--- config.mk ---
export PLATFORM = sky130hd
export DESIGN_NAME = sram_ctl
export DESIGN_NICKNAME = d
export VERILOG_FILES = /design/src/rtl/sram_ctl.sv
export SDC_FILE = /design/constraint.sdc
export NUM_CORES = 2
export LEC_CHECK = 0
export CAP_MARGIN = 10
export CORE_MARGIN = 10
export CORE_UTILIZATION = 38
export DETAILED_ROUTE_END_ITERATION = 16
export PLACE_DENSITY = 0.61
export SETUP_SLACK_MARGIN = 0.15
export SYNTH_ARGS = -nofsm -noshare
export SYNTH_HDL_FRONTEND = slang
export SYNTH_SLANG_ARGS = --single-unit
--- constraint.sdc ---
create_clock -name clk -period 2.45 [get_ports clk]
set_input_delay 0.49 -clock clk [delete_from_list [all_inputs] [get_ports clk]]
set_output_delay 0.49 -clock clk [all_outputs]
set_load 0.05 [all_outputs]
--- src/rtl/sram_ctl.sv ---
// Single-port SRAM controller: clears every word at power-up, then serves byte-masked writes and reads.
// Latency: read data 1 cycle after the accepting edge (2 when SRAM_CTL_OUTREG_EN is defined); writes produce no response.
// Backpressure: req_ready is low only while clearing; one request per cycle afterwards, responses cannot be stalled.
module sram_ctl #(
    parameter int DATA_W = 64,
    parameter int ADDR_W = 5
) (
    input  logic                  clk,
    input  logic                  rst,
    input  logic                  req_valid,
    output logic                  req_ready,
    input  logic                  req_we,
    input  logic [ADDR_W-1:0]     req_addr,
    input  logic [DATA_W-1:0]     req_wdata,
    input  logic [DATA_W/8-1:0]   req_be,
    output logic                  resp_valid,
    output logic [DATA_W-1:0]     resp_rdata,
    output logic                  init_done
);

    localparam int DEPTH = 2**ADDR_W;
    localparam int BE_W  = DATA_W/8;

    typedef enum logic {
        S_INIT  = 1'b0,
        S_READY = 1'b1
    } state_t;

    state_t              state;
    state_t              state_nxt;
    logic [ADDR_W-1:0]   init_cnt;
    logic [ADDR_W-1:0]   init_cnt_nxt;
    logic                init_wr;
    logic                accept;
    logic                wr_acc;
    logic                rd_acc;

    logic [DATA_W-1:0]   mem [DEPTH];

    logic                rd_vld;
    logic [DATA_W-1:0]   rd_dat;

    assign accept = req_valid && req_ready;
    assign wr_acc = accept && req_we;
    assign rd_acc = accept && !req_we;

    // State and clear-address registers.
    always_ff @(posedge clk or negedge rst) begin
        if (!rst) begin
            state    <= S_INIT;
            init_cnt <= '0;
        end else begin
            state    <= state_nxt;
            init_cnt <= init_cnt_nxt;
        end
    end

    // Next state: sweep every address once with zeros, then serve requests until reset.
    always_comb begin
        state_nxt    = state;
        init_cnt_nxt = init_cnt;
        req_ready    = 1'b0;
        init_done    = 1'b0;
        init_wr      = 1'b0;
        case (state)
            S_INIT: begin
                init_wr      = 1'b1;
                init_cnt_nxt = init_cnt + ADDR_W'(1);
                if (init_cnt == ADDR_W'(DEPTH-1)) begin
                    state_nxt = S_READY;
                end
            end
            S_READY: begin
                req_ready = 1'b1;
                init_done = 1'b1;
            end
        endcase
    end

    // Memory array: clear sweep has priority; accepted writes touch only enabled bytes.
    always_ff @(posedge clk) begin
        if (init_wr) begin
            mem[init_cnt] <= '0;
        end else if (wr_acc) begin
            for (int i = 0; i < BE_W; i++) begin
                if (req_be[i]) begin
                    mem[req_addr][8*i +: 8] <= req_wdata[8*i +: 8];
                end
            end
        end
    end

    // Read stage: data only changes on an accepted read so it holds between responses.
    always_ff @(posedge clk or negedge rst) begin
        if (!rst) begin
            rd_vld <= 1'b0;
            rd_dat <= '0;
        end else begin
            rd_vld <= rd_acc;
            if (rd_acc) begin
                rd_dat <= mem[req_addr];
            end
        end
    end

`ifdef SRAM_CTL_OUTREG_EN
    logic                o_vld;
    logic [DATA_W-1:0]   o_dat;

    // Extra output stage: valid and data move together, data held when no response.
    always_ff @(posedge clk or negedge rst) begin
        if (!rst) begin
            o_vld <= 1'b0;
            o_dat <= '0;
        end else begin
            o_vld <= rd_vld;
            if (rd_vld) begin
                o_dat <= rd_dat;
            end
        end
    end

    assign resp_valid = o_vld;
    assign resp_rdata = o_dat;
`else
    assign resp_valid = rd_vld;
    assign resp_rdata = rd_dat;
`endif

endmodule

; Yosys cells after proc, flatten, opt, wreduce, memory -nomap -nowiden
; Memory sizes are Yosys's and may differ from the RTL's. A register that Yosys moved wholly into a read port is not among the register bits.
; Cells that the tools add are included.
[op_classes]
div_mod_pow = 0
n_bitwise = 0
n_mul = 0
n_addsub = 1
order_cmp = 0
reduce_logical = 6
n_mux = 39
eq_ne = 1
n_shift = 0
[op_table]
columns = cell, count
row1 = $mux 64, 1
row2 = $reduce_or 64->1, 1
row3 = $mux 1, 36
row4 = $mux 8, 1
row5 = $add 5x1->5 const B, 1
row6 = $eq 5x5->1 const B, 1
row7 = $mux 5, 1
row8 = $logic_and 1x1->1, 3
row9 = $logic_not 1->1, 2
[totals]
rom_bits = 0
inputBits = 81
memories = 1
latch_bits = 0
mem_bits_rw = 2048
out_inout_bits = 67
reg_bits = 7
wordCells = 51
[mem_list]
columns = memory, words, word_bits, rd, rd_clocked_by_memory_dff, wr, line_no
row1 = mem, 32, 64, 1, 1, 1, 38  ; logic [DATA_W-1:0] mem [DEPTH];

; Logic depth before layout (Yosys ltp)
[depth]
depth_word = 8
depth_mapped = 9
ltp_nobuf = 6

; Least setup slack after synthesis
; OpenSTA, ideal clock, no wires.
[synth_path]
path_type = register to register
start = register state
end = memory mem[24][32], enable pin
path_stages_with_launch = 9
required_ps = 2080
t_arrival_ps = 2600
path_buffers = 3
slack_ps = -520
setup_time_ps = 370
synth_period_minus_slack_ps = 2970
cell_sequence = dfrtp_1 buf_4 nand3_1 a21oi_2 buf_6 mux2i_4 nand4_4 buf_6 nor2_1
[synth_between]
elab_chain_len = 8
elab_cells_between_ends = 31
classes_between = mux: 28 / reduce/logical: 3
[synth_lines]
columns = element, line_no
row1 = "start, declared", 29  ; state_t state;
row2 = "start signal, assigned", 53  ; state <= state_nxt;
row3 = $mux 1, 65  ; case (state)
row4 = $logic_and 1x1->1, 43  ; assign accept = req_valid && req_ready;
row5 = $logic_and 1x1->1, 44  ; assign wr_acc = accept && req_we;
row6 = $mux 1, 84  ; end else if (wr_acc) begin
row7 = $mux 1, 82  ; if (init_wr) begin
row8 = $mux 1 (implied by the code), 87  ; mem[req_addr][8*i +: 8] <= req_wdata[8*i +: 8];
row9 = $reduce_or 64->1 (no line), -
row10 = $mux 5 (no line) / $mux 8 (equally long branches), -
row11 = "end, declared", 38
; Several ways; a longest one is shown, not always the timed one.

; Worst setup path in the final report
[layout_path]
start = input req_be[6]
end = memory mem[27][23], enable pin
[layout_between]
elab_chain_len = 6
elab_cells_between_ends = 7
classes_between = mux: 6 / reduce/logical: 1
[layout_lines]
columns = element, line_no
row1 = "start, declared", 15  ; input logic [DATA_W/8-1:0] req_be,
row2 = $mux 1 *, 86  ; if (req_be[i]) begin
row3 = $mux 1 *, 84
row4 = $mux 1 *, 82
row5 = $mux 1 (implied by the code) *, 87
row6 = $reduce_or 64->1 (no line) *, -
row7 = $mux 5 (no line) / $mux 8 (equally long branches), -
; Every way passes the cells marked *; elsewhere a longest branch is shown, timed or not.

==> impl_metrics.py <==
metrics = {
    "run_status": {
        "status": "complete, but fails checks",
        "failed_checks": "setup timing",
    },
    "synth": {
        "seq_area_frac_synth": 0.761,
        "synth_cell_types": 44,
        "synth_nets": 4639,
        "synthArstFlopShare": 0.0335,
        "syn_area_sq_um": 83100,
        "postSynthCellCount": 4556,
        "yosysWarnings": 0,
        "avgSynthCellArea_sq_um": 18.2,
        "synth_flop_cell": "edfxtp_1",
        "synth_edf_count": 2048,
        "ys_seq_elements": 2119,
    },
    "place": {
        "place_area_sq_um": 96300,
        "place.gp.congestion": 0.818,
        "dp_hpwl_mm": 147,
        "io_buffers": 147,
    },
    "setup_path": {
        "cpMostUsedCell": "buf_6",
        "crit-reg2reg-launch": "state",
        "arrival_ns": 3.02,
        "r2r_slack_ns": 0,
        "critPathMaxFanout": 8,
        "crit_family": "buffers and inverters",
        "rr_endpoint": "mem[6][37]",
        "critPathLaunchType": "primary input",
        "crit_chain": "clkbuf_2, nor4_4, clkbuf_16, a21oi_4, buf_12, buf_16, buf_6, mux2_4, buf_6, nand4_1, buf_4, buf_12, nor2_4, buf_6",
        "worst-path-buf-inv": 9,
        "worstSetupEndpointType": "flip-flop",
        "r2r_cells": 11,
        "max_stage_delay_ns": 0.55,
        "critPathKind": "primary input to flip-flop",
        "cp_data_required_time_ns": 3.01,
        "slowest_stage": "nor4_4",
    },
    "clock_tree": {
        "cts_buffers": 208,
        "cts-root-buf": "clkbuf_16",
        "cts_max_path_buffers": 3,
        "clk_latency_ns": 0.86,
        "clkSinkCount": 2119,
        "h-tree-depth": 4,
        "clk_pin_slew_ns": 0.06,
        "cts_tree": "built",
    },
    "final_layout": {
        "nets": 5451,
        "syn2layout_area_growth_pct": 27.3,
        "layout_commonest_cell": "edfxtp_1",
        "n_fill_cell": 17700,
        "final_util": 0.487,
        "drive_gt1_frac": 0.280,
        "final_cell_mix": "edfxtp_1 (2048), mux2i_1 (804), buf_12 (309)",
        "fin_area_sq_um": 106000,
    },
    "sta": {
        "fin_ws_ns": -0.0107,
        "finalHoldViolations": 0,
        "period_share": 1.00,
        "rsz0062_at_grt": "true",
        "tightest_slew_ns": 0.712,
        "max_freq_ghz": 0.406,
        "slew_viol_final": 0,
        "relSlewSlack": 0.526,
        "period_needed_ns": 2.46,
        "finClkSkew_ns": 0.0449,
        "setup_violations": 37,
        "hold_slack_ns": 0.218,
    },
    "floorplanning": {
        "core_sq_um": 217000,
        "start_util": 0.382,
        "ioPinCount": 148,
        "die_x_um": 488,
        "std_cell_rows": 171,
        "die_area_sq_um": 238000,
        "die_h_um": 488,
    },
    "min_path": {
        "hold_class": "primary input to async pin",
    },
    "power": {
        "p_clk_frac": 0.418,
        "power_frac_seq": 0.516,
        "switching_share": 0.220,
        "power_switching_mw": 17.0,
        "power_mw": 77.4,
        "p_int_mw": 60.4,
        "p_leak_nw": 40.0,
        "power_density_nw_per_um2": 731,
        "ir_worst_vdd_mv": 0.614,
        "p_comb_frac": 0.067,
    },
    "drt": {
        "ant_nets": 0,
        "dr_total_vias": 45900,
        "vias_per_cell": 5.45,
        "avgRoutedWirePerCell_um": 26.7,
        "drt_iter0_markers": 4364,
        "routed_wirelength_mm": 224,
        "dr.pass1.iters": 6,
        "drc": 0,
    },
    "grt": {
        "grt_pass1_wl_mm": 324,
        "first_global_vias": 46500,
        "grt_antenna_before_repair": 7,
        "grt_max_degree": 59,
        "overflow": 0,
        "gr-usage-all-layers": 0.184,
    },
    "job": {
        "timing.max_cap.violations": 0,
    },
}
-- stage by stage --
| stage | setup WS, ns | cells | setup TNS, ns |
|---|---|---|---|
| after floorplan | -0.245 | 4556 | -349.57 |
| after global placement | -1.32 | 7944 | -3258.06 |
| after detailed placement | -1.33 | 7944 | -3229.53 |
| after CTS | 0.0184 | 8387 | 0 |
| after global routing | -0.0804 | 8407 | -8.00 |
| final | -0.0107 | 8408 | -0.266 |
-- worst register-to-register path, stage by stage, from the launching register on --
cell	delay, ns
dfrtp_2	0.39
nand3_4	0.08
a21oi_4	0.19
buf_12	0.14
buf_16	0.12
mux2i_4	0.29
buf_6	0.13
buf_6	0.09
nand4_4	0.10
buf_12	0.18
buf_12	0.13
nor2_4	0.25
-- power by group through the flow --
stage	clock network, mW	registers [mW]	logic (mW)
4_1_cts	32.8	39.9	5.12
3_3_place_gp	0	40.7	5.06
3_5_place_dp	0	40.7	5.11
5_1_grt	34.3	39.9	5.42
6_report	32.3	39.9	5.17
2_1_floorplan	0	41.1	2.04
-- what timing repair did --
item | 4_1_cts | 5_1_grt
pin swaps | 53 | 49
setup buffers | 45 | 16
gates cloned | 4 | 2
setup endpoints to repair | 2114 | 1895
endpoints found under the hold margin | 23 | 0
hold buffers | 1 | 0
resized for setup | 347 | 211
-- layer usage --
metal | routed length [um] | global-route usage | vias up
li1 | - | - | 20000
met1 | 94100 | 0.247 | 24000
met2 | 110000 | 0.307 | 1586
met3 | 14200 | 0.0314 | 294
met4 | 5840 | 0.0515 | 0
met5 | 0 | 0 | -
-- sequential cells by signal, summed over array words and instances (netlist names) --
register,cells
state,1
resp_valid,1
init_cnt,5
mem,2048
resp_rdata,64
-- synthesized netlist by cell type (6+ instances only) --
cell type     n  area share
mux2i_1     805       0.097
buf_1         9     0.00041
o21ai_0      64      0.0039
edfxtp_1   2048        0.74
nand4_4       9      0.0023
a22oi_1     256       0.023
dfrtp_1      71       0.021
mux2_2       34      0.0046
nand3_1      29      0.0017
o31ai_1      28      0.0025
a221o_1      28      0.0034
buf_6        12      0.0016
nor2_1      320       0.014
a21oi_1      28      0.0017
o22ai_1      64      0.0048
o31a_1       36      0.0038
clkbuf_1    136      0.0061
nand4_2       6     0.00090
nand2_1      70      0.0032
a31oi_1     100      0.0075
mux4_2      128       0.035
buf_2       133      0.0080
o221ai_1     36      0.0038
and2_1       68      0.0051
-- logic make-up after synthesis --
kind of cell	share of synthesized area
simple gates	0.0295
compound gates	0.0546
mux	0.137
fa+ha+maj	0.000301
buf+inv	0.0167
xor+xnor	0.000316
flops	0.761
-- worst max path at each step --
stage	start	endpoint	slack, ns	cells after the start
floorplan	state	mem[10][56]	-0.24	8
global placement	req_be[4]	mem[19][16]	-1.32	9
detailed placement	req_be[4]	mem[19][20]	-1.33	9
CTS	state	mem[3][53]	0.02	10
global route	state	mem[2][33]	-0.08	12
finish	req_be[6]	mem[27][23]	-0.01	14
-- layout make-up --
type                       instances  area [sq um]  share of cell area
antenna                            3          7.51           0.0000709
clock buffer                     273          5620              0.0531
clock inverter                   120          1350              0.0127
inverter                           1          3.75           0.0000355
multi-input combinational       2140         20300               0.192
sequential                      2119         63300               0.598
tap                             2854          3570              0.0337
timing repair buffer             898         11700               0.110
No activity file was read; power rests on OpenSTA's default activity.
